**src/rtl/mmio_pkg.sv**
```systemverilog
// ============================================================================
// Module  : mmio_pkg
// Brief   : Register offsets, CTRL bit indices and duty struct for the
//           memory-mapped LED/RGB PWM peripheral.
// Rev     : 1.0
// ============================================================================
`default_nettype none

package mmio_pkg;

  localparam logic [3:0] CTRL_OFF   = 4'h0;
  localparam logic [3:0] DUTY_OFF   = 4'h4;
  localparam logic [3:0] PHASE_OFF  = 4'h8;
  localparam logic [3:0] MILLIS_OFF = 4'hC;

  localparam int CTRL_LED_BIT = 0;
  localparam int CTRL_PWM_BIT = 1;

  typedef struct packed {
    logic [7:0] r;
    logic [7:0] g;
    logic [7:0] b;
  } duty_t;

endpackage

`default_nettype wire

```
**src/rtl/pwm_channel.sv**
```systemverilog
// ============================================================================
// Module  : pwm_channel
// Brief   : One PWM colour channel: shadowed active duty, registered active-low pin.
// Rev     : 1.0
// ============================================================================
`default_nettype none

module pwm_channel (
  input  logic       clk,
  input  logic       reset,
  input  logic [7:0] phase,
  input  logic [7:0] stage,
  input  logic       load,
  input  logic       en,
  output logic       pin
);

  logic [7:0] r_active;

  always_ff @(posedge clk or posedge reset) begin
    if (reset) begin
      r_active <= '0;
      pin      <= 1'b1;
    end else begin
      if (load)
        r_active <= stage;
      pin <= ~(en && (phase < r_active));
    end
  end

endmodule

`default_nettype wire

```
**src/rtl/mmio_led_pwm.sv**
```systemverilog
// ============================================================================
// Module  : mmio_led_pwm
// Brief   : 16-byte MMIO window driving an active-low user LED and 8-bit RGB PWM.
//           Optional millisecond counter at 0xC: MMIO_LED_PWM_MILLIS_EN.
// Rev     : 1.0
// ============================================================================
`default_nettype none

module mmio_led_pwm
  import mmio_pkg::*;
#(
  parameter logic [31:0] BASE_ADDR = 32'hFFFF_FFF0,
  parameter int          PRESCALE  = 46,
  parameter int          CLK_HZ    = 12_000_000
) (
  input  logic        clk,
  input  logic        reset,
  input  logic [31:0] addr,
  input  logic [31:0] wdata,
  input  logic [3:0]  wmask,
  input  logic        ren,
  output logic [31:0] rdata,
  output logic        rvalid,
  output logic        LED,
  output logic        RGB_R,
  output logic        RGB_G,
  output logic        RGB_B
);

  logic        w_sel;
  logic [3:0]  w_off;
  logic        w_wr;
  logic        w_rd;
  logic [1:0]  w_ctrl_next;
  logic [31:0] w_rmux;
  logic [31:0] w_millis;
  logic        w_tick;
  logic        w_load;
  logic        w_unused;
  logic [2:0]  w_pins;
  logic [2:0][7:0] w_stage;

  logic [1:0]  r_ctrl;
  duty_t       r_stage;
  logic [31:0] r_pre;
  logic [7:0]  r_phase;

  assign w_sel = (addr[31:4] == BASE_ADDR[31:4]);
  assign w_off = {addr[3:2], 2'b00};
  assign w_wr  = w_sel && (wmask != 4'b0000);
  assign w_rd  = w_sel && ren;

  always_comb begin
    w_ctrl_next = r_ctrl;
    if (w_wr && (w_off == CTRL_OFF) && wmask[0])
      w_ctrl_next = wdata[1:0];
  end

  // LED follows the store in the same edge so it is visible the next cycle.
  always_ff @(posedge clk or posedge reset) begin
    if (reset) begin
      r_ctrl  <= '0;
      r_stage <= '0;
      LED     <= 1'b1;
    end else begin
      r_ctrl <= w_ctrl_next;
      LED    <= ~w_ctrl_next[CTRL_LED_BIT];
      if (w_wr && (w_off == DUTY_OFF)) begin
        if (wmask[0]) r_stage.b <= wdata[7:0];
        if (wmask[1]) r_stage.g <= wdata[15:8];
        if (wmask[2]) r_stage.r <= wdata[23:16];
      end
    end
  end

  assign w_tick = (r_pre == 32'(PRESCALE));
  assign w_load = (w_tick && (r_phase == 8'hFF)) || !r_ctrl[CTRL_PWM_BIT];

  always_ff @(posedge clk or posedge reset) begin
    if (reset) begin
      r_pre   <= '0;
      r_phase <= '0;
    end else begin
      if (w_tick) begin
        r_pre   <= '0;
        r_phase <= r_phase + 8'd1;
      end else begin
        r_pre <= r_pre + 32'd1;
      end
    end
  end

  always_comb begin
    w_rmux = '0;
    case (w_off)
      CTRL_OFF:   w_rmux = {30'b0, r_ctrl};
      DUTY_OFF:   w_rmux = {8'b0, r_stage};
      PHASE_OFF:  w_rmux = {24'b0, r_phase};
      MILLIS_OFF: w_rmux = w_millis;
      default:    w_rmux = '0;
    endcase
  end

  always_ff @(posedge clk or posedge reset) begin
    if (reset) begin
      rdata  <= '0;
      rvalid <= 1'b0;
    end else begin
      rvalid <= w_rd;
      rdata  <= w_rd ? w_rmux : 32'b0;
    end
  end

  assign w_stage = {r_stage.r, r_stage.g, r_stage.b};

  generate
    for (genvar i = 0; i < 3; i++) begin : g_ch
      pwm_channel u_ch (
        .clk   (clk),
        .reset (reset),
        .phase (r_phase),
        .stage (w_stage[i]),
        .load  (w_load),
        .en    (r_ctrl[CTRL_PWM_BIT]),
        .pin   (w_pins[i])
      );
    end
  endgenerate

  assign {RGB_R, RGB_G, RGB_B} = w_pins;

`ifdef MMIO_LED_PWM_MILLIS_EN
  localparam int MS_DIV = (CLK_HZ / 1000 < 1) ? 1 : CLK_HZ / 1000;

  logic [31:0] r_ms_sub;
  logic [31:0] r_millis;

  always_ff @(posedge clk or posedge reset) begin
    if (reset) begin
      r_ms_sub <= '0;
      r_millis <= '0;
    end else if (r_ms_sub == 32'(MS_DIV - 1)) begin
      r_ms_sub <= '0;
      r_millis <= r_millis + 32'd1;
    end else begin
      r_ms_sub <= r_ms_sub + 32'd1;
    end
  end

  assign w_millis = r_millis;
  assign w_unused = ^{addr[1:0], wdata[31:24]};
`else
  assign w_millis = '0;
  assign w_unused = ^{addr[1:0], wdata[31:24], CLK_HZ[0]};
`endif

endmodule

`default_nettype wire
```
**config.mk**
```make
export PLATFORM = sky130hd
export DESIGN_NAME = mmio_led_pwm
export DESIGN_NICKNAME = d
export VERILOG_FILES = /design/src/rtl/mmio_pkg.sv /design/src/rtl/pwm_channel.sv /design/src/rtl/mmio_led_pwm.sv
export SDC_FILE = /design/constraint.sdc
export NUM_CORES = 1
export LEC_CHECK = 0
export BUFFER_PORTS_ARGS = -buffer_cell sky130_fd_sc_hd__buf_2
export CAP_MARGIN = 15
export CORE_ASPECT_RATIO = 1.75
export CORE_MARGIN = 2
export CORE_UTILIZATION = 59
export DETAILED_ROUTE_END_ITERATION = 8
export GPL_TIMING_DRIVEN = 0
export PLACE_DENSITY = 0.85
export SYNTH_ARGS = -nofsm -noshare
export SYNTH_HDL_FRONTEND = slang
export SYNTH_HIERARCHICAL = 1
export SYNTH_SLANG_ARGS = --single-unit
```
**constraint.sdc**
```tcl
create_clock -name clk -period 8.6 [get_ports clk]
set_clock_uncertainty 0.15 [all_clocks]
set_input_delay 1.72 -clock clk [delete_from_list [all_inputs] [get_ports clk]]
set_output_delay 1.72 -clock clk [all_outputs]
set_load 0.03 [all_outputs]
```
* Word-level counts from Yosys, hierarchy flattened
Index checks and enable logic that the tools add are counted.
** Word-level totals
- Register bits after elaboration :: 127
- Input bits :: 71
- Output and inout bits :: 37
- Word-level logic and storage cells :: 50
** Cells by class
- Add/sub/neg operators :: 2
- Order comparisons :: 3
- Eq/ne operators :: 5
- Muxes and demuxes :: 4
- Bitwise logic cells :: 4
- Reductions and logical operators :: 16
** Operators with widths (number)
- case mux 24 bit (3 select lines) :: 1
- two-way mux 32 bit :: 2
- adder 32 x 1 -> 32 bit, second input constant :: 1
- == test 32 x 6 -> 1 bit, second input constant :: 1
- == test 28 bit, second input constant :: 1
- < comparator 8 bit :: 3
- logical AND 1 bit :: 9
- adder 8 x 1 -> 8 bit, second input constant :: 1
- == test 8 bit, second input constant :: 1
- AND reduction 2 bit :: 3
- logical NOT 4 bit :: 1
- NOT 1 bit :: 4
- nonzero test 4 bit :: 1
- == test 2 x 1 -> 1 bit, second input constant :: 1
- == test 2 bit, second input constant :: 1
- logical NOT 1 bit :: 1
- logical OR 1 bit :: 1
- two-way mux 1 bit :: 1

* Longest topological paths before layout
- Depth after elaboration :: 6
- Gate-level depth with buffers :: 9
- Gate-level depth less buffers :: 8

* By module
The synthesis kept the hierarchy.
** Modules (own cells, without submodules)
- mmio_led_pwm :: instances 1, cells each 325, area each 3961.3 um2, sequential area each 2303.5 um2
- pwm_channel :: instances 3, cells each 49, area each 486.7 um2, sequential area each 226.5 um2

* Least setup slack after synthesis
Ideal clock, no wire load.
- Path kind :: input to register
- From :: input port addr[30]
- To :: register r_stage[0] (netlist bit)
- Library setup time :: 0.125 ns
- Arrival time :: 2.942 ns
- Required time :: 8.325 ns
- Path slack :: 5.383 ns
- Cell stages on the path :: 4
- Path buffers :: 0
- Path through :: nand4_1 -> nor4_4 -> nand4_2 -> mux2_2
** On the way
- Longest elaborated chain between the ends :: 4
** RTL lines
- start, declared :: line mmio_led_pwm.sv:18 : input logic [31:0] addr,
- == test 28 bit :: line mmio_led_pwm.sv:48 : assign w_sel = (addr[31:4] == BASE_ADDR[31:4]);
- logical AND 1 bit :: line mmio_led_pwm.sv:50 : assign w_wr = w_sel && (wmask != 4'b0000);
- logical AND 1 bit :: line mmio_led_pwm.sv:68 : if (w_wr && (w_off == DUTY_OFF)) begin
- AND reduction 2 bit (no line)
- end, declared :: line mmio_led_pwm.sv:44 : duty_t r_stage;
No other way between the ends.
A chain may end at the register's enable or synchronous reset.

* Worst setup path after layout
- From :: input port addr[30]
- To :: register r_stage[5] (netlist bit)
The elaborated chain is that of the path after synthesis.

==> results.toml <==
[synthesis]
syn_inst = 472
syn_area_sq_um = 5421
synth_top_area_share_pct = 53.08
synth-seq-area-share_pct = 55.02
ys_types = 42
yosysTopAreaCell = "dfrtp_1"
yosysWarnings = 6
yosys_register_bits = 119
syn_avg_cell_area_sq_um = 11.49
ys_top_cells_by_area = "dfrtp_1, mux2_2, ha_1"

[drt]
wire_per_inst_um = 17.52
dr.pass1.iters = 5
drt_iter0_markers = 320
detail-route-antenna-nets = 0
drc = 0
vias = 4141
wl_um = 12620
viasPerCell = 5.751

[clock_network]
holdBufCountCts = 0
clock-sinks = 119
cts_tree = "built"
root_buffer = "clkbuf_16"
clk_pin_slew_ns = 0.05
cts_setup_buffers = 0
cts_buffers = 17
clockBufferDepth = 2
clk-insertion-delay-late_ns = 0.42
cts_resized = 0
htreeDepth = 4

[outcome]
status = "finished clean"

[global_route]
grt_pass1_vias = 4374
overflow = 0
grt_max_degree = 69
grt_use_total_pct = 27.16
antenna_found_initial = 0
grt_pass1_wl_um = 20970

[finish]
n_antenna_cell = 0
design_area_sq_um = 6715
fillCellCount = 598
final_cell_mix = "dfrtp_1, buf_2, inv_1, nand2_1, mux2_2"
fin_nets = 682
layout_commonest_cell = "dfrtp_1"
syn_to_final_growth_pct = 23.86
layout-drive-gt1-share_pct = 29.83

[timing]
finalCriticalPeriod_ns = 3.162
maxSlewHeadroom_pct = 55.59
worstMarginPinSlew_ns = 0.6636
rsz0062_at_grt = "no"
hold_viol_final = 0
finalMaxSlewViolations = 0
timing.final.crit_share_pct = 36.77
fin_setup_tns_ns = 0
fmax_mhz = 316.2
final-setup-viol-count = 0

[critical_path]
crit_required_ns = 8.74
path_class = "primary input to register"
cp_max_fo = 8
critPathLaunchType = "primary input"
end_kind = "register"
arrival_ns = 3.31

[floorplan]
coreArea_sq_um = 8979
design.die.area_sq_um = 10000
start_util_pct = 60.38
die_h_um = 130.8
die_w_um = 76.46
num_io_pins = 108
fp-row-count = 46

[placement]
placed_cell_area_sq_um = 6068
gp_congestion = 0.8409
io_buffers = 88
dpl.hpwl_um = 8280

[power_and_ir_drop]
p_leak_uw = 0.003387
ir_drop_uv = 192.0
p_per_area_nw_per_um2 = 202.9

[worst_hold_path]
min_path_type = "register to register"

[job]
drv_cap = 0
[registers in the layout (all words and copies together), names as in the netlist, named ones only]
register / cells
LED: 1
g_ch.u_ch/pin: 3
g_ch.u_ch/r_active: 24
r_ctrl: 1
r_phase: 8
r_pre: 32
r_stage: 24
rdata: 24
rvalid: 1
[logic make-up (layout without fill, tap and decap cells)]
| logic type | after synthesis | count (layout) | synth area share (%) |
|---|---|---|---|
| simple gates | 155 | 155 | 16.36 |
| other cells | 1 | 8 | 0.06917 |
| fa+ha+maj | 24 | 24 | 5.539 |
| buf+inv | 55 | 176 | 4.616 |
| flops | 119 | 119 | 55.02 |
| xor+xnor | 37 | 37 | 5.977 |
| compound gates | 48 | 48 | 5.631 |
| mux | 33 | 33 | 6.785 |
[final timing paths]
path                            slack [ns]                              endpoint  cells past startpoint          startpoint
worst max-delay path                  5.44                r_stage[5]$_DFFE_PP0P_                      5            addr[30]
worst min-delay path                  0.32                         LED$_DFF_PP1_                      1            register
worst max register to register        5.47  g_ch[1].u_ch/r_active[1]$_DFFE_PP0P_                      9  r_pre[0]$_DFF_PP0_
worst min register to register        0.32                         LED$_DFF_PP1_                      1            register
max in group asynchronous             6.50                         LED$_DFF_PP1_                      3               reset
min in group asynchronous             1.16               r_stage[20]$_DFFE_PP0P_                      2               reset
[cells in the mapped netlist]
master     count
and3_1        20
nand4_4        1
inv_1         35
a31oi_1        3
nand3_1       11
nand4b_1       2
nor3b_2        1
ha_1          24
a22oi_1        6
dfstp_2        4
nor3_1         9
clkbuf_1       5
nand2_1       31
dfrtp_1      115
inv_2          1
a211o_1        6
and4b_1        1
buf_2          4
or2b_1         3
mux2i_1        3
nor2_2         1
nor2b_1        2
and4_1         6
nand4_1       26
nor2_1        26
clkbuf_2       1
nor4b_1        1
xor2_1        12
o21ai_0       24
o211ai_1       3
nor4_1         9
nor4_4         1
mux2_2        30
o2111ai_1      3
xnor2_1       25
conb_1         1
a21bo_2        1
nand4_2        3
a21oi_1        2
and2_1         1
buf_4          8
buf_6          1
[per-stage QoR]
step / hold slack, ns / power (uW) / worst slack (ns) / instances / utilization, %
floorplan: 0.2578 / 589.7 / 4.340 / 479 / -
global placement: 0.2833 / 607.2 / 3.392 / 687 / 67.25
detailed placement: 0.3145 / 609.9 / 5.013 / 688 / 67.59
CTS: 0.3132 / 1371 / 5.431 / 720 / 74.79
global route: 0.3403 / 1402 / 5.322 / 720 / 74.79
finish: 0.3224 / 1363 / 5.438 / 720 / 74.79
[critical path, cell delays in order]
cell     delay (ns)
buf_2          0.08
nand4_1        0.13
nor4_4         0.55
nand4_2        0.42
mux2_2         0.39
[per-layer routing]
metal | track usage (%) | wire length (um) | vias to the layer above
met5 | 0 | 0 | -
met4 | 16.04 | 403 | 0
met3 | 5.357 | 528 | 35
met2 | 50.65 | 7166 | 155
met1 | 28.31 | 4516 | 2066
li1 | - | - | 1885
[area by class of cell]
class	instances	area, sq um	area share (%)
tap	120	150.1	2.236
clock buffer	19	452.9	6.745
clock inverter	13	193.9	2.888
multi-input combinational	305	2215	32.98
sequential	119	2983	44.42
timing repair buffer	89	467.9	6.969
inverter	36	137.6	2.050
buffer	19	115.1	1.714
[where the power goes]
| part | switching (uW) | total, uW | leakage, uW | internal, uW |
|---|---|---|---|---|
| combinational | 24.7 | 39.5 | 0.00144 | 14.8 |
| sequential | 0.00000546 | 560 | 0.00164 | 560 |
| clock | 259 | 763 | 0.000303 | 503 |
| total | 284 | 1360 | 0.00339 | 1080 |
Power figures use the tool's default switching activity.
